[src/rtl/fetch_pkg.sv]
// fetch_pkg: shared types and helpers for the instruction fetch stage.
//   fault_e        - fault tag carried with every fetched entry
//   fetch_entry_t  - one prefetch FIFO record {pc, inst, fault}
//   fetch_state_e  - fetch control state (RUN / HALT)
//   fault_check()  - classifies a fetch address before it is pushed
package fetch_pkg;

    typedef enum logic [1:0] {
        FLT_NONE     = 2'd0,
        FLT_MISALIGN = 2'd1,
        FLT_RANGE    = 2'd2
    } fault_e;

    localparam logic [31:0] INST_NOP = 32'h0000_0013;

    typedef struct packed {
        logic [31:0] pc;
        logic [31:0] inst;
        fault_e      fault;
    } fetch_entry_t;

    typedef enum logic {
        FS_RUN  = 1'b0,
        FS_HALT = 1'b1
    } fetch_state_e;

    // Value presented to decode while nothing is queued.
    localparam fetch_entry_t ENTRY_EMPTY = '{pc: 32'h0000_0000, inst: INST_NOP, fault: FLT_NONE};

    // Misalignment wins over range. The offset is pc - ROM_BASE, so an address
    // below the base wraps to a huge offset and is caught by the same compare.
    function automatic fault_e fault_check(input logic [31:0] pc,
                                           input logic [31:0] offset,
                                           input logic [31:0] rom_bytes);
        fault_e f;
        if (pc[1:0] != 2'b00) begin
            f = FLT_MISALIGN;
        end else if (offset >= rom_bytes) begin
            f = FLT_RANGE;
        end else begin
            f = FLT_NONE;
        end
        return f;
    endfunction

endpackage

[src/rtl/fetch_fifo.sv]
// fetch_fifo: small prefetch FIFO with a registered head.
//   clk, reset_n      - clock, async active-low reset
//   flush             - clear pointers/count (wins over push/pop)
//   push, wdata       - enqueue; accepted when not full or when popping
//   pop               - dequeue head; ignored when empty
//   full              - count == DEPTH
//   head_valid, head  - registered head entry; EMPTY value when nothing queued
module fetch_fifo
    import fetch_pkg::*;
#(
    parameter int  DEPTH = 4,
    parameter type T     = fetch_entry_t,
    parameter T    EMPTY = '0
) (
    input  logic clk,
    input  logic reset_n,
    input  logic flush,
    input  logic push,
    input  T     wdata,
    input  logic pop,
    output logic full,
    output logic head_valid,
    output T     head
);

    localparam int AW = $clog2(DEPTH);
    localparam int CW = $clog2(DEPTH + 1);

    T                mem_r [DEPTH];
    T                mem_n [DEPTH];
    logic [AW-1:0]   wr_ptr_r, wr_ptr_n;
    logic [AW-1:0]   rd_ptr_r, rd_ptr_n;
    logic [CW-1:0]   count_r, count_n;
    T                head_r, head_n;
    logic            head_valid_r;
    logic            push_ok_s, pop_ok_s;

    assign full      = (count_r == CW'(DEPTH));
    assign pop_ok_s  = pop & (count_r != CW'(0));
    // Push into a full FIFO is only legal when the head leaves in the same cycle.
    assign push_ok_s = push & (~full | pop_ok_s);

    // Next-state of storage, pointers and count; head is computed from the next
    // state so the registered head is ready the cycle after a push into empty.
    always_comb begin
        mem_n    = mem_r;
        wr_ptr_n = wr_ptr_r;
        rd_ptr_n = rd_ptr_r;
        count_n  = count_r;
        if (flush) begin
            wr_ptr_n = AW'(0);
            rd_ptr_n = AW'(0);
            count_n  = CW'(0);
        end else begin
            if (push_ok_s) begin
                mem_n[wr_ptr_r] = wdata;
                wr_ptr_n        = wr_ptr_r + AW'(1);
            end else begin
                wr_ptr_n = wr_ptr_r;
            end
            if (pop_ok_s) begin
                rd_ptr_n = rd_ptr_r + AW'(1);
            end else begin
                rd_ptr_n = rd_ptr_r;
            end
            case ({push_ok_s, pop_ok_s})
                2'b10:   count_n = count_r + CW'(1);
                2'b01:   count_n = count_r - CW'(1);
                default: count_n = count_r;
            endcase
        end
        if (count_n != CW'(0)) begin
            head_n = mem_n[rd_ptr_n];
        end else begin
            head_n = EMPTY;
        end
    end

    // State registers: storage, pointers, count and the registered head.
    always_ff @(posedge clk or negedge reset_n) begin
        if (!reset_n) begin
            for (int i = 0; i < DEPTH; i++) begin
                mem_r[i] <= EMPTY;
            end
            wr_ptr_r     <= AW'(0);
            rd_ptr_r     <= AW'(0);
            count_r      <= CW'(0);
            head_r       <= EMPTY;
            head_valid_r <= 1'b0;
        end else begin
            mem_r        <= mem_n;
            wr_ptr_r     <= wr_ptr_n;
            rd_ptr_r     <= rd_ptr_n;
            count_r      <= count_n;
            head_r       <= head_n;
            head_valid_r <= (count_n != CW'(0));
        end
    end

    assign head       = head_r;
    assign head_valid = head_valid_r;

endmodule

[src/rtl/inst_fetch_buffer.sv]
// inst_fetch_buffer: fetch stage between PC logic and decode.
//   clk, reset_n                 - clock, async active-low reset
//   fetch_en                     - permit new fetches (FIFO drains regardless)
//   rom_addr / rom_inst          - combinational ROM port (byte offset from ROM_BASE)
//   redirect_valid / redirect_pc - flush queued entries and restart at a new PC
//   if_valid/if_ready            - handshake to decode
//   if_pc/if_inst/if_fault       - head entry (NOP + fault tag on a bad fetch)
module inst_fetch_buffer
    import fetch_pkg::*;
#(
    parameter logic [31:0] RESET_PC  = 32'h0000_0000,
    parameter logic [31:0] ROM_BASE  = 32'h0000_0000,
    parameter int          ROM_WORDS = 512,
    parameter int          DEPTH     = 4
) (
    input  logic        clk,
    input  logic        reset_n,
    input  logic        fetch_en,
    output logic [11:0] rom_addr,
    input  logic [31:0] rom_inst,
    input  logic        redirect_valid,
    input  logic [31:0] redirect_pc,
    output logic        if_valid,
    input  logic        if_ready,
    output logic [31:0] if_pc,
    output logic [31:0] if_inst,
    output logic [1:0]  if_fault
);

    localparam logic [31:0] ROM_BYTES = 32'(ROM_WORDS * 4);

    logic [31:0]  fetch_pc_r;
    fetch_state_e state_r;
    logic [31:0]  offset_s;
    fault_e       fault_s;
    logic         push_s, pop_s, full_s, head_valid_s;
    fetch_entry_t entry_s, head_s;

    assign offset_s = fetch_pc_r - ROM_BASE;
    assign rom_addr = offset_s[11:0];
    assign fault_s  = fault_check(fetch_pc_r, offset_s, ROM_BYTES);

    // Redirect blocks both sides of the FIFO in its cycle; the flush does the rest.
    assign pop_s  = head_valid_s & if_ready & ~redirect_valid;
    assign push_s = (state_r == FS_RUN) & fetch_en & ~redirect_valid & (~full_s | pop_s);

    // Entry to enqueue: faulting fetches carry a NOP so decode never sees ROM garbage.
    always_comb begin
        entry_s.pc    = fetch_pc_r;
        entry_s.fault = fault_s;
        if (fault_s == FLT_NONE) begin
            entry_s.inst = rom_inst;
        end else begin
            entry_s.inst = INST_NOP;
        end
    end

    // Fetch PC and RUN/HALT control; a fault parks the PC on the bad address.
    always_ff @(posedge clk or negedge reset_n) begin
        if (!reset_n) begin
            fetch_pc_r <= RESET_PC;
            state_r    <= FS_RUN;
        end else if (redirect_valid) begin
            fetch_pc_r <= redirect_pc;
            state_r    <= FS_RUN;
        end else if (push_s) begin
            if (fault_s == FLT_NONE) begin
                fetch_pc_r <= fetch_pc_r + 32'd4;
                state_r    <= state_r;
            end else begin
                fetch_pc_r <= fetch_pc_r;
                state_r    <= FS_HALT;
            end
        end else begin
            fetch_pc_r <= fetch_pc_r;
            state_r    <= state_r;
        end
    end

    fetch_fifo #(
        .DEPTH (DEPTH),
        .T     (fetch_entry_t),
        .EMPTY (ENTRY_EMPTY)
    ) u_fifo (
        .clk        (clk),
        .reset_n    (reset_n),
        .flush      (redirect_valid),
        .push       (push_s),
        .wdata      (entry_s),
        .pop        (pop_s),
        .full       (full_s),
        .head_valid (head_valid_s),
        .head       (head_s)
    );

    assign if_valid = head_valid_s;
    assign if_pc    = head_s.pc;
    assign if_inst  = head_s.inst;
    assign if_fault = head_s.fault;

endmodule

[config.mk]
export PLATFORM = sky130hd
export DESIGN_NAME = inst_fetch_buffer
export DESIGN_NICKNAME = d
export VERILOG_FILES = /design/src/rtl/fetch_pkg.sv /design/src/rtl/fetch_fifo.sv /design/src/rtl/inst_fetch_buffer.sv
export SDC_FILE = /design/constraint.sdc
export NUM_CORES = 1
export LEC_CHECK = 0
export ABC_CLOCK_PERIOD_IN_PS = 5600
export BUFFER_PORTS_ARGS = -buffer_cell sky130_fd_sc_hd__buf_2
export CAP_MARGIN = 15
export CORE_MARGIN = 2
export CORE_UTILIZATION = 49
export CTS_CLUSTER_SIZE = 24
export DETAILED_ROUTE_END_ITERATION = 8
export PLACE_DENSITY = 0.72
export SETUP_SLACK_MARGIN = 0.1
export SLEW_MARGIN = 20
export SYNTH_ARGS = -nofsm -noshare
export SYNTH_HDL_FRONTEND = slang
export SYNTH_SLANG_ARGS = --single-unit
[constraint.sdc]
create_clock -name clk -period 5.6 [get_ports clk]
set_input_delay 0.84 -clock clk [delete_from_list [all_inputs] [get_ports clk]]
set_output_delay 0.84 -clock clk [all_outputs]
set_load 0.005 [all_outputs]
# After elaboration in Yosys (flattened, before gate mapping)
# Cells that the tools add are included.
[word_totals]
register_bits = 371
mem_count = 0
input_bits = 69
word_cells = 82
latch_bits = 0
out_inout_bits = 79
mem_bits_rw = 0
romBits = 0
[classes]
multipliers = 0
n_reduce_logical = 10
shift = 0
eq_ne = 4
div = 0
mux = 24
order_cmp = 4
n_addsub = 5
bitwise = 14
[op_table]
columns = ["operator", "count"]
rows = [
  ["2-to-1 mux 264 bit", 2],
  ["bitwise mux 264 bit", 1],
  ["2-to-1 mux 66 bit", 4],
  ["binary-select mux 66 bit (select 2 bit)", 1],
  ["demux 66 bit (select 2 bit)", 1],
  ["2-to-1 mux 32 bit", 4],
  ["adder 32 x 3 -> 32 bit (second input constant)", 1],
  [">= comparator 32 x 12 -> 1 bit (second input constant)", 1],
  ["2-to-1 mux 2 bit", 6],
  ["nonzero test 2 bit", 4],
  ["AND 1 bit", 7],
  [">= comparator 3 bit (second input constant)", 2],
  ["inverter 2 -> 3 bit", 2],
  ["one-hot mux 3 bit (2 select lines)", 1],
  ["nonzero test 3 bit", 2],
  ["adder 2 x 1 -> 2 bit (second input constant)", 2],
  ["AND reduction 2 bit", 2],
  ["adder 3 x 1 -> 3 bit (second input constant)", 1],
  ["equality test 3 bit (second input constant)", 1],
  ["< comparator 3 x 1 -> 1 bit (second input constant)", 1],
  ["2-to-1 mux 1 bit", 3],
  ["2-to-1 mux 3 bit", 1],
  ["inverter 1 bit", 3],
  ["subtractor 3 x 1 -> 3 bit (second input constant)", 1],
  ["6 further kinds", 7],
]

# Depth between registers and ports, before layout
# Gate-level depths: netlist (run 1).
[depth]
depth_word = 12
mapped_depth = 16
depth_no_buf = 12

# Cells and area by module
# From an unflattened synthesis (run 1), not the netlist that was laid out.
[unflattened]
cells_unflattened = 1443
area_unflattened_um2 = 17407.9
[by_module_without_submodules]
columns = ["module", "cells_each", "instances", "area_per_inst_um2", "seq_area_each_um2"]
rows = [
  ["fetch_fifo", 1255, 1, 15469.8, 8476.9],
  ["inst_fetch_buffer", 188, 1, 1938.1, 825.8],
]

# Least setup slack after synthesis (run 1)
# Ideal clock, no wire load.
[synth_timing]
kind = "input to register"
start = "in redirect_valid"
end = "reg u_fifo.head_r (netlist bit u_fifo.head[38])"
setup_time_ns = 0.065
cell_stages = 16
path_buffers = 4
slack_ns = 1.340
t_arrival_ns = 4.195
required_ns = 5.535
cell_sequence = "or3b_1 > buf_2 > a21oi_1 > buf_2 > inv_1 > ha_1 > fa_1 > xnor2_1 > or3_1 > a31o_2 > inv_1 > nand2_1 > buf_2 > clkbuf_1 > nor4_1 > a211o_1"
[synth_lines]
columns = ["item", "line_no", "source"]
rows = [
  ["start, declared", "inst_fetch_buffer.sv:21", "input logic redirect_valid,"],
  ["end signal, assigned", "fetch_fifo.sv:95", "head_r <= head_n;"],
  ["end, declared", "fetch_fifo.sv:34", "T head_r, head_n;"],
]

==> results of run 1 <==
## kinds of logic (layout without fill, tap and decap cells)
family | count (synthesis) | in the layout | synth area share
other cells | 0 | 2 | 0
mux | 31 | 31 | 0.02041
fa+ha+maj | 8 | 8 | 0.006405
compound gates | 299 | 299 | 0.1277
buf+inv | 224 | 322 | 0.05914
flops | 371 | 371 | 0.5537
simple gates | 884 | 884 | 0.2301
xor+xnor | 5 | 5 | 0.002607
## layer usage
layer  share of wire  global-route usage
met5         0.00054                   0
met4           0.024             0.07512
met3           0.064             0.04004
met2            0.46              0.3969
met1            0.45              0.3488
## through the flow
| stage | util | hold WS [ns] | power (uW) | area (sq um) | instances |
|---|---|---|---|---|---|
| global route | 0.5634 | 0.4564 | 7088 | 18940 | 2370 |
| floorplan | - | 0.4285 | 3977 | 16800 | 1822 |
| CTS | 0.5633 | 0.4173 | 6792 | 18940 | 2368 |
| global placement | 0.5272 | 0.4413 | 4267 | 17720 | 2295 |
| detailed placement | 0.5272 | 0.4513 | 4316 | 17720 | 2295 |
| finish | 0.5634 | 0.3635 | 6755 | 18940 | 2370 |
## flip-flops by register name, summed over array words and instances (netlist names)
name and cells:
u_fifo.wr_ptr_r 2, state_r 1, u_fifo.rd_ptr_r 2, fetch_pc_r 32
u_fifo.head 66, u_fifo.head_valid 1, u_fifo.mem_r 264, u_fifo.count_r 3
## how the worst min path moves through the flow
stage | from | end | slack (ns) | cells past startpoint
after CTS | reset_n | u_fifo.mem_r[53] | 0.42 | 1
after global routing | reset_n | u_fifo.mem_r[53] | 0.46 | 1
after global placement | u_fifo.mem_r[203] | u_fifo.mem_r[203] | 0.44 | 2
after floorplan | u_fifo.mem_r[203] | u_fifo.mem_r[203] | 0.43 | 2
final | reset_n | u_fifo.mem_r[53] | 0.36 | 1
after detailed placement | u_fifo.mem_r[211] | u_fifo.mem_r[211] | 0.45 | 2
## area by class of cell
type                       count  area [sq um]  share of cell area
sequential                   371          9303              0.4911
multi-input combinational   1227          6563              0.3465
clock buffer                  64          1162             0.06137
timing repair buffer         178          1028             0.05430
tap                          448         560.5             0.02959
inverter                      71         266.5             0.01407
clock inverter                 9         52.55            0.002774
antenna                        2         5.005           0.0002642
## critical path, stage by stage (launching register included)
cell and delay (ns):
dfrtp_1 0.48, nor3b_2 0.71, a21oi_1 0.21, inv_1 0.25, ha_1 0.25, fa_1 0.47
nor3b_1 0.27, a21o_1 0.12, a31o_2 0.16, inv_1 0.09, nand2_2 0.35, buf_4 0.53
o31ai_1 0.18, a211o_1 0.33
## cells in the final DEF (no fill, tap or decap), types with 5 or more instances in the layout
cell type	netlist	final
nand2_1	552	549
dfrtp_1	356	356
buf_2	41	146
nor3_1	133	131
inv_1	71	70
o21ai_0	67	67
nor2_1	63	63
clkbuf_16	0	41
nor4_1	35	35
or4_1	33	33
o31ai_1	33	33
a211o_1	33	32
a221o_1	31	31
a31oi_1	27	27
buf_4	19	27
nor2b_1	26	26
nand3_1	26	26
mux2_2	26	26
o22ai_1	25	25
o21a_1	24	24
clkbuf_1	81	18
dfstp_2	15	15
a21oi_1	14	14
a21o_1	8	8
ha_1	7	7
clkinv_2	0	7
a21boi_0	6	6
a32oi_1	5	5
clkbuf_8	0	5
## power breakdown
| group | switching [uW] | internal [uW] | leakage, uW |
|---|---|---|---|
| clock | 1040 | 1420 | 0.000599 |
| sequential | 261 | 3110 | 0.00489 |
| combinational | 547 | 373 | 0.00425 |
| total | 1850 | 4900 | 0.00973 |
==> qor.csv, run 1 <==
stage;metric;value;unit
run_status;status;completed;
timing;slew_viol_final;0;
synth;yosysMostFrequentCell;nand2_1;
die;ioPinCount;148;
cts;clkLatencyLatePin;0.54;ns
global_routing;grt_pass1_vias;13340;
timing;fin_crit_sh;0.8148;
die;core;0.03362;sq mm
cts;cts_resized;0;
worst_setup_path;rrSetupSlack;1.04;ns
timing;rsz0062_at_grt;false;
detailed_routing;wl_per_cell;18.72;um
detailed_routing;drt_pass1_iterations;5;
synth;netlist_area;0.01680;sq mm
worst_setup_path;cp-endpoint;u_fifo.head[36];
timing;tightestPinTransition;1.050;ns
synth;synth_top_cells_by_area;dfrtp_1 (53%), nand2_1 (12%), nor3_1 (4.0%), dfstp_2 (2.3%), o21ai_0 (2.0%);
cts;cts-buffers-inserted;40;
cts;htreeDepth;2;
worst_setup_path;cp_max_fo;46;
worst_setup_path;r2r_start;u_fifo.count_r[0];
synth;synth_async_sr_flop_share;1.000;
timing;slew_headroom;0.3003;
synth;yosys_most_used_dff;dfrtp_1;
timing;setup-violations-final;0;
die;rows;67;
pwr;leakage;0.009731;uW
global_routing;gr-total-overflow;0;
detailed_routing;drt.antenna.violating_nets;0;
placed_design;dp_slack;0.6962;ns
pwr;ir_drop;0.2328;mV
worst_hold_path;holdCritPathClass;input pin to async pin;
worst_setup_path;crit_start;u_fifo.count_r[0];
worst_setup_path;r2r_end;u_fifo.head[36];
pwr;powerDensity;356.6;mW/mm^2
global_routing;antenna_found_initial;4;
global_routing;grt_pass1_wl;71330;um
timing;hold_viol;0;
timing;clock_skew;0.01680;ns
synth;yosysSeqAreaShare;0.5537;
global_routing;grt_max_degree;133;
synth;netlist_instances;1822;
timing;min_period;4.563;ns
cts;cts.sinks;371;
synth;synth-seq-cells;371;
worst_setup_path;arrival;4.97;ns
worst_setup_path;path_class;flip-flop to flip-flop;
final_layout;final_layout_size_suffix_gt1_frac;0.1542;
placed_design;port_buffers;147;
timing;finalWorstSetupSlack;1.037;ns
final_layout;area_growth;12.74;%
cts;path_clk_slew;0.06;ns
cts;clock_path_buffers;3;
detailed_routing;drt_iter0_markers;1097;
die;initial_core_util;0.4998;
job;drv_cap;0;
global_routing;grt_usage;0.2478;
cts;cts_tree;built;
timing;setup_tns;0;ns
cts;cts_setup_buffers;0;
detailed_routing;vias;13740;
synth;syn_nets;1899;
synth;synth_top_area_share;0.5303;
synth;avgSynthCellArea;9.221;sq um
placed_design;dp_hpwl;25490;um
die;dieArea;0.03578;sq mm
worst_setup_path;cp-end-kind;flip-flop;
placed_design;gp_routability_congestion;0.8145;
worst_setup_path;worstPathRequired;6.00;ns
final_layout;num-nets-final;1966;
worst_setup_path;startpoint_type;flip-flop;
timing;fmax;0.2192;GHz
synth;synth_top_cell_by_area;dfrtp_1;
worst_setup_path;reg2reg_depth;13;
cts;holdBufCountCts;0;
detailed_routing;via_per_inst;5.796;
synth;synth.distinct_cells;54;
synth;synth_commonest_cells;nand2_1 (552), dfrtp_1 (356), nor3_1 (133), clkbuf_1 (81), inv_1 (71);
detailed_routing;detail_route.wirelength;44380;um
die;die-height;189.2;um
die;die_w;189.2;um
synth;yosys_warnings;0;
detailed_routing;drc;0;
cts;cts_root_buffer;clkbuf_16;
final_layout;nFillCells;2934;
synth;synth-edff-count;0;
Power figures use the tool's default switching activity.
==> run 2: changes to the inputs <==
--- a/config.mk
+++ b/config.mk
@@ -5,14 +5,15 @@
 export SDC_FILE = /design/constraint.sdc
 export NUM_CORES = 1
 export LEC_CHECK = 0
-export ABC_CLOCK_PERIOD_IN_PS = 5600
+export ABC_AREA = 1
+export ABC_CLOCK_PERIOD_IN_PS = 3900
 export BUFFER_PORTS_ARGS = -buffer_cell sky130_fd_sc_hd__buf_2
 export CAP_MARGIN = 15
 export CORE_MARGIN = 2
 export CORE_UTILIZATION = 49
 export CTS_CLUSTER_SIZE = 24
 export DETAILED_ROUTE_END_ITERATION = 8
-export PLACE_DENSITY = 0.72
+export PLACE_DENSITY = 0.74
 export SETUP_SLACK_MARGIN = 0.1
 export SLEW_MARGIN = 20
 export SYNTH_ARGS = -nofsm -noshare
==> constraint.sdc (replaced) <==
create_clock -name clk -period 3.9 [get_ports clk]
set_input_delay 0.585 -clock clk [delete_from_list [all_inputs] [get_ports clk]]
set_output_delay 0.585 -clock clk [all_outputs]
set_load 0.005 [all_outputs]
==> qor.csv, run 2 <==
stage;metric;value;unit;change
detailed_routing;vias;13750;;+0.080%
detailed_routing;detail_route.wirelength;43370;um;-2.3%
synth;synth_commonest_cells;nand2_1 (526), dfrtp_1 (356), nand3_1 (356), inv_1 (154), o21ai_0 (113);;
placed_design;gp_routability_congestion;0.8129;;-0.20%
synth;yosysSeqAreaShare;0.5556;;+0.001904
cts;cts-buffers-inserted;38;;-5.0%
cts;htreeDepth;2;;unchanged
worst_setup_path;cp_num_cells;12;;-1
final_layout;largest_reg_flops;264;;unchanged
cts;cts_root_buffer;clkbuf_16;;
pwr;p_total;10010;uW;+48%
die;ioPinCount;148;;unchanged
final_layout;diodes;0;;-2
die;rows;67;;unchanged
cts;clkLatencyLatePin;0.52;ns;-0.02 ns
timing;setup-violations-final;0;;unchanged
synth;synth_top_area_share;0.5321;;+0.001823
global_routing;antenna_found_initial;4;;unchanged
synth;synth-compound-area-share;0.09259;;-0.03506
pwr;power.switching;2753;uW;+49%
cts;cts_tree;built;;
timing;rsz0062_at_grt;false;;
synth;synth_mux_area_frac;0;;-0.02041
die;core;0.03362;sq mm;unchanged
final_layout;final_layout_size_suffix_gt1_frac;0.1424;;-0.01172
timing;finalWorstSetupSlack;1.046;ns;+0.008790 ns
synth;synth_simple_gate_area_frac;0.2530;;+0.02299
worst_setup_path;startpoint_type;flip-flop;;
global_routing;gr-total-overflow;0;;unchanged
timing;fin_crit_sh;0.7318;;-0.08300
global_routing;grt_max_degree;167;;+26%
worst_setup_path;critPathBufInv;3;;unchanged
detailed_routing;drt_pass1_iterations;5;;unchanged
timing;fmax;0.3504;GHz;+60%
final_layout;nFillCells;2952;;+0.61%
timing;min_period;2.854;ns;-1.709 ns
synth;synth-adder-area-share;0.006427;;+0.00002202
pwr;seqPwrFrac;0.478;;-0.021
pwr;intPower;7255;uW;+48%
die;initial_core_util;0.4980;;-0.001712
worst_setup_path;path_class;flip-flop to flip-flop;;
worst_setup_path;cp_max_fo;33;;-28%
global_routing;grt_use_met3;0.03967;;-0.0003649
placed_design;placed_area;0.01763;sq mm;-0.53%
timing;tightestPinTransition;0.9172;ns;-0.1324 ns
detailed_routing;via_per_inst;5.397;;-6.9%
worst_setup_path;arrival;3.22;ns;-1.75 ns
global_routing;met2_usage;0.4003;;+0.003439
final_layout;num-nets-final;2147;;+9.2%
synth;synth_top_cells_by_area;dfrtp_1 (53%), nand2_1 (12%), nand3_1 (11%), inv_1 (3.5%), o21ai_0 (3.4%);;
detailed_routing;drt.antenna.violating_nets;0;;unchanged
timing;slew_headroom;0.3885;;+0.08825
worst_setup_path;cp-end-kind;flip-flop;;
worst_setup_path;cp_cell_sequence;nor2_1 > nand3_2 > nand2_4 > ha_1 > fa_1 > o21ai_0 > o22ai_1 > inv_1 > nand2_1 > inv_1 > buf_4 > a21oi_1;;
worst_setup_path;rrSetupSlack;1.05;ns;about the same
synth;yosysMostFrequentCell;nand2_1;;
synth;synth_async_sr_flop_share;1.000;;unchanged
die;dieArea;0.03566;sq mm;-0.34%
timing;clock_skew;0.01754;ns;+0.0007366 ns
cts;cts_resized;0;;unchanged
final_layout;top_register;u_fifo.mem_r;;
pwr;sw_frac_of_total;0.2751;;+0.001005
detailed_routing;drt_iter0_markers;1346;;+23%
synth;yosys_most_used_dff;dfrtp_1;;
pwr;powerDensity;530.8;mW/mm^2;+49%
timing;setup_tns;0;ns;unchanged
global_routing;top_usage_layer;met2;;
die;die_w;188.8;um;-0.17%
final_layout;area_growth;12.61;%;
synth;yosys_warnings;0;;unchanged
global_routing;met1_usage;0.3403;;-0.008474
cts;cts_setup_buffers;0;;unchanged
pwr;ir_drop;0.3998;mV;+72%
synth;synth.distinct_cells;38;;-30%
worst_setup_path;critPathMaxStageDelay;0.44;ns;-0.27 ns
detailed_routing;wl_per_cell;17.03;um;-9.1%
placed_design;dp_hpwl;24930;um;-2.2%
final_layout;postLayoutCellArea;0.01885;sq mm;-0.46%
placed_design;port_buffers;147;;unchanged
synth;synthXorXnorAreaFrac;0.002093;;-0.0005142
job;drv_cap;0;;unchanged
global_routing;grt_usage;0.2455;;-0.002290
synth;avgSynthCellArea;8.405;sq um;-8.8%
placed_design;dp_slack;0.7282;ns;+0.03205 ns
pwr;clkPwrFrac;0.360;;-0.005
synth;synth_top_cell_by_area;dfrtp_1;;
worst_setup_path;worstPathRequired;4.27;ns;-1.73 ns
synth;synth_top_family_by_area;simple AND/OR/NAND/NOR gates;;
synth;netlist_instances;1992;;+9.3%
worst_setup_path;cp_top_family;adder cells;;
timing;hold_viol;0;;unchanged
worst_hold_path;holdCritPathClass;input pin to async pin;;
global_routing;grt_pass1_wl;70970;um;-0.49%
cts;clock_path_buffers;3;;unchanged
die;die-height;188.8;um;-0.17%
cts;holdBufCountCts;0;;unchanged
run_status;status;completed;;
worst_setup_path;crit_start;u_fifo.count_r[1];;
worst_setup_path;r2r_start;u_fifo.count_r[1];;
final_layout;final_cell_mix;nand2_1 (525), nand3_1 (356), dfrtp_1 (356);;
synth;syn_nets;2069;;+9.0%
pwr;leakage;0.009774;uW;+0.44%
pwr;comb_power_share;0.162;;+0.026
timing;slew_viol_final;0;;unchanged
global_routing;grt_pass1_vias;13560;;+1.6%
detailed_routing;drc;0;;unchanged
worst_setup_path;reg2reg_depth;12;;-1
worst_setup_path;r2r_end;u_fifo.head[8];;
worst_setup_path;cpMaxStageDelayCell;fa_1;;
synth;synth-edff-count;0;;unchanged
worst_setup_path;cp_common_cell;inv_1;;
timing;hold-worst-slack;0.06173;ns;-0.3017 ns
synth;netlist_area;0.01674;sq mm;-0.34%
synth;synth-seq-cells;371;;unchanged
cts;path_clk_slew;0.06;ns;about the same
final_layout;mostFrequentLayoutCell;nand2_1;;
cts;cts.sinks;371;;unchanged
worst_setup_path;cp-endpoint;u_fifo.head[8];;
## run 2: cell count changes in the layout (fill, tap and decap cells not counted), moves of 31 or more
cell	change
nand3_1	+330
nor3_1	-129
inv_1	+84
o21ai_1	+83
a21oi_1	+62
o21ai_0	+46
nor4_1	-35
inv_2	+34
or4_1	-33
a211o_1	-32
o31ai_1	-32
a221o_1	-31
## run 2: final cells by class
| cell class | count | area (sq um) | share of cell area |
|---|---|---|---|
| clock buffers | 58 | 1117 | 0.05926 |
| well taps | 448 | 560.5 | 0.02973 |
| clock inverters | 11 | 108.9 | 0.005774 |
| inverters | 193 | 725.7 | 0.03849 |
| flip-flops and latches | 371 | 9303 | 0.4934 |
| multi-input cells | 1290 | 5949 | 0.3156 |
| repair buffers | 176 | 1089 | 0.05774 |
## run 2: metrics by stage
| step | utilization | instances |
|---|---|---|
| 3_5_place_dp | 0.5244 | 2478 |
| 6_report | 0.5608 | 2547 |
| 2_1_floorplan | - | 1992 |
| 3_3_place_gp | 0.5244 | 2478 |
| 4_1_cts | 0.5608 | 2547 |
| 5_1_grt | 0.5608 | 2547 |
## run 2: power by group through the flow
stage | registers (uW) | logic [uW] | clock network, uW
after floorplan | 4780 | 1130 | 0
final | 4780 | 1620 | 3600
after detailed placement | 4840 | 1610 | 0
after global placement | 4820 | 1550 | 0
after CTS | 4780 | 1620 | 3650
after global routing | 4840 | 1870 | 3810
## run 2: worst min path at each step
stage                 startpoint                end  slack (ns)  cells after the start
2_1_floorplan            reset_n      fetch_pc_r[0]        0.29                      0
6_report                 reset_n   u_fifo.mem_r[51]        0.06                      1
4_1_cts                  reset_n   u_fifo.mem_r[51]        0.11                      1
5_1_grt                  reset_n   u_fifo.mem_r[51]        0.12                      1
3_5_place_dp   u_fifo.mem_r[228]  u_fifo.mem_r[228]        0.46                      2
3_3_place_gp    u_fifo.mem_r[74]   u_fifo.mem_r[74]        0.46                      2
## run 2: worst reg2reg max path, stage by stage (launching register included)
cell and delay (ns):
dfrtp_1 0.42, nor2_1 0.19, nand3_2 0.11, nand2_4 0.17, ha_1 0.25, fa_1 0.44
o21ai_0 0.28, o22ai_1 0.12, inv_1 0.06, nand2_1 0.08, inv_1 0.07, buf_4 0.41
a21oi_1 0.11
## run 2: routing by layer
layer / wire length (um) / part of all wire
met3: 2721 / 0.063
met2: 20370 / 0.47
met1: 19320 / 0.45
met4: 908 / 0.021
met5: 43 / 0.00099
## run 2: cell families (layout without fill, tap and decap cells)
kind of cell	Yosys count	in the layout
AND/OR/NAND/NOR	980	980
flip-flops	371	371
buffers and inverters	331	438
AO/OA/AOI/OAI	298	298
adder cells (fa/ha/maj)	8	8
XOR/XNOR	4	4
==> run 3: changes to the inputs <==
--- a/config.mk
+++ b/config.mk
@@ -5,8 +5,8 @@
 export SDC_FILE = /design/constraint.sdc
 export NUM_CORES = 1
 export LEC_CHECK = 0
-export ABC_AREA = 1
-export ABC_CLOCK_PERIOD_IN_PS = 3900
+export ABC_AREA = 0
+export ABC_CLOCK_PERIOD_IN_PS = 2350
 export BUFFER_PORTS_ARGS = -buffer_cell sky130_fd_sc_hd__buf_2
 export CAP_MARGIN = 15
 export CORE_MARGIN = 2
==> constraint.sdc (replaced) <==
create_clock -name clk -period 2.35 [get_ports clk]
set_input_delay 0.3525 -clock clk [delete_from_list [all_inputs] [get_ports clk]]
set_output_delay 0.3525 -clock clk [all_outputs]
set_load 0.005 [all_outputs]
==> qor.csv, run 3 (same netlist as run 1, synthesis figures left out) <==
stage;metric;value;unit;change
detailed_routing;via_per_inst;6.448;;+19%
timing;clock_skew;0.03059;ns;+0.01304 ns
global_routing;grt_pass1_vias;15920;;+17%
cts;htreeDepth;2;;unchanged
timing;setup-violations-final;160;;+160
timing;fmax;0.2695;GHz;-23%
detailed_routing;vias;16870;;+23%
final_layout;largest_reg_flops;264;;unchanged
worst_setup_path;rrSetupSlack;-1.36;ns;-2.41 ns
worst_hold_path;holdCritPathClass;input pin to flip-flop;;
global_routing;grt_pass1_wl;86410;um;+22%
worst_setup_path;cp_max_fo;6;;-82%
timing;finalWorstSetupSlack;-1.360;ns;-2.406 ns
timing;rsz0062_at_grt;true;;
timing;hold_viol;0;;unchanged
cts;cts_root_buffer;clkbuf_16;;
cts;clock_path_buffers;3;;unchanged
final_layout;num-nets-final;2214;;+3.1%
worst_setup_path;startpoint_type;flip-flop;;
global_routing;antenna_found_initial;5;;+1
run_status;violations;setup timing;;
final_layout;final_cell_mix;nand2_1 (517), dfrtp_1 (356), buf_2 (146);;
cts;path_clk_slew;0.07;ns;about the same
run_status;status;finished with violations;;
timing;fin_crit_sh;1.579;;+0.8471
cts;cts-buffers-inserted;40;;+5.3%
timing;slew_viol_final;0;;unchanged
timing;min_period;3.710;ns;+0.8564 ns
placed_design;gp_routability_congestion;0.8456;;+4.0%
detailed_routing;drt.antenna.violating_nets;0;;unchanged
worst_setup_path;cp-end-kind;flip-flop;;
timing;setup_tns;-89.10;ns;-89.10 ns
die;die_w;189.2;um;+0.17%
cts;cts_tree;built;;
worst_setup_path;arrival;4.19;ns;+0.97 ns
global_routing;grt_max_degree;66;;-60%
die;dieArea;0.03578;sq mm;+0.34%
worst_setup_path;cp_cell_sequence;o311ai_2 > nor2_1 > ha_4 > fa_2 > xnor2_2 > or3_4 > a31o_4 > clkinvlp_4 > buf_6 > nand3_4 > buf_12 > buf_16 > o22ai_4 > a221o_1;;
final_layout;area_growth;42.45;%;
worst_setup_path;worstPathRequired;2.83;ns;-1.44 ns
job;drv_cap;0;;unchanged
die;initial_core_util;0.4998;;+0.001712
final_layout;final_layout_size_suffix_gt1_frac;0.3835;;+0.2411
placed_design;port_buffers;147;;unchanged
final_layout;postLayoutCellArea;0.02393;sq mm;+27%
final_layout;mostFrequentLayoutCell;nand2_1;;
global_routing;grt_usage;0.3043;;+0.05878
global_routing;gr-total-overflow;0;;unchanged
placed_design;placed_area;0.01965;sq mm;+11%
timing;tightestPinTransition;0.6859;ns;-0.2314 ns
die;die-height;189.2;um;+0.17%
final_layout;nFillCells;2043;;-31%
cts;clkLatencyLatePin;0.55;ns;+0.03 ns
cts;cts.sinks;371;;unchanged
worst_setup_path;path_class;flip-flop to flip-flop;;
detailed_routing;detail_route.wirelength;65150;um;+50%
worst_setup_path;critPathMaxStageDelay;0.57;ns;+0.13 ns
detailed_routing;drt_pass1_iterations;6;;+1
detailed_routing;drc;0;;unchanged
pwr;leakage;0.01179;uW;+21%
worst_setup_path;cpMaxStageDelayCell;o311ai_2;;
detailed_routing;wl_per_cell;24.90;um;+46%
pwr;ir_drop;0.5737;mV;+43%
pwr;powerDensity;722.1;mW/mm^2;+36%
die;rows;67;;unchanged
detailed_routing;drt_iter0_markers;1957;;+45%
die;ioPinCount;148;;unchanged
timing;slew_headroom;0.5428;;+0.1542
die;core;0.03362;sq mm;unchanged
final_layout;top_register;u_fifo.mem_r;;
placed_design;dp_hpwl;30860;um;+24%
## run 3: cell types whose count changed in the layout (fill, tap and decap cells not counted), sizes merged, moves of 26 or more
cell	previous run	this run
buf	176	418
o31ai	1	33
a211o	0	33
or4	0	33
a221o	0	31
inv	190	72
o21ai	197	70
nor3	2	133
nand3	359	26
a21oi	76	15
mux2	0	26
nor2b	0	26
nor4	0	38
## run 3: final timing paths
check,from,depth (start not counted),end
worst min register to register,u_fifo.mem_r[159],2,u_fifo.mem_r[159]
worst max-delay path,u_fifo.count_r[1],14,u_fifo.head[12]
worst min-delay path,redirect_pc[6],3,fetch_pc_r[6]
max in group asynchronous,reset_n,3,fetch_pc_r[5]
min in group asynchronous,reset_n,2,u_fifo.mem_r[53]
worst max register to register,u_fifo.count_r[1],14,u_fifo.head[12]
## run 3: per-stage QoR
| stage | util | hold slack [ns] | setup WS [ns] | total power, uW | instances |
|---|---|---|---|---|---|
| 2_1_floorplan | - | 0.05691 | -1.020 | 9514 | 1822 |
| 3_3_place_gp | 0.5845 | 0.3334 | -1.031 | 10500 | 2477 |
| 3_5_place_dp | 0.5845 | 0.3306 | -1.117 | 10650 | 2477 |
| 4_1_cts | 0.6634 | 0.04012 | -0.9879 | 16760 | 2589 |
| 5_1_grt | 0.7118 | 0.04737 | -1.384 | 17890 | 2616 |
| 6_report | 0.7119 | 0.04822 | -1.360 | 17280 | 2617 |
## run 3: area by class of cell
type | count | area, sq um | area share
sequential | 371 | 9303 | 0.3887
multi-input combinational | 1227 | 8406 | 0.3512
clock buffer | 57 | 1176 | 0.04915
tap | 448 | 560.5 | 0.02342
timing repair buffer | 426 | 4129 | 0.1725
clock inverter | 12 | 70.07 | 0.002928
antenna | 5 | 12.51 | 0.0005228
inverter | 71 | 275.3 | 0.01150
## run 3: critical path: cells and delay by family, from the launching register on
family          cells  cell delay, ns
simple gates        3            0.65
compound gates      4            1.25
xor+xnor            1            0.15
buf+inv             4            0.62
fa+ha+maj           2            0.55
flops               1            0.45
## run 3: per-layer routing
layer / up-vias / track usage / share of wire / routed length [um]
met3: 425 / 0.04486 / 0.10 / 6829
met2: 1342 / 0.5073 / 0.46 / 30170
met4: 4 / 0.1292 / 0.075 / 4899
met1: 8222 / 0.3987 / 0.36 / 23240
met5: - / 0 / 0.00035 / 23
li1: 6881 / - / - / -
## run 3: timing repair
item,4_1_cts,5_1_grt
pin swaps,58,93
hold buffers,1,0
gates resized for setup,234,304
gates cloned,12,8
setup endpoints to repair,197,234
buffers inserted,30,30
endpoints found under the hold margin,35,0
## run 3: power by group
part | leakage [uW] | total, uW | internal [uW] | switching [uW]
Clock | 0.000623 | 6150 | 3480 | 2670
Sequential | 0.00489 | 8020 | 7400 | 614
Combinational | 0.00628 | 3110 | 1260 | 1850
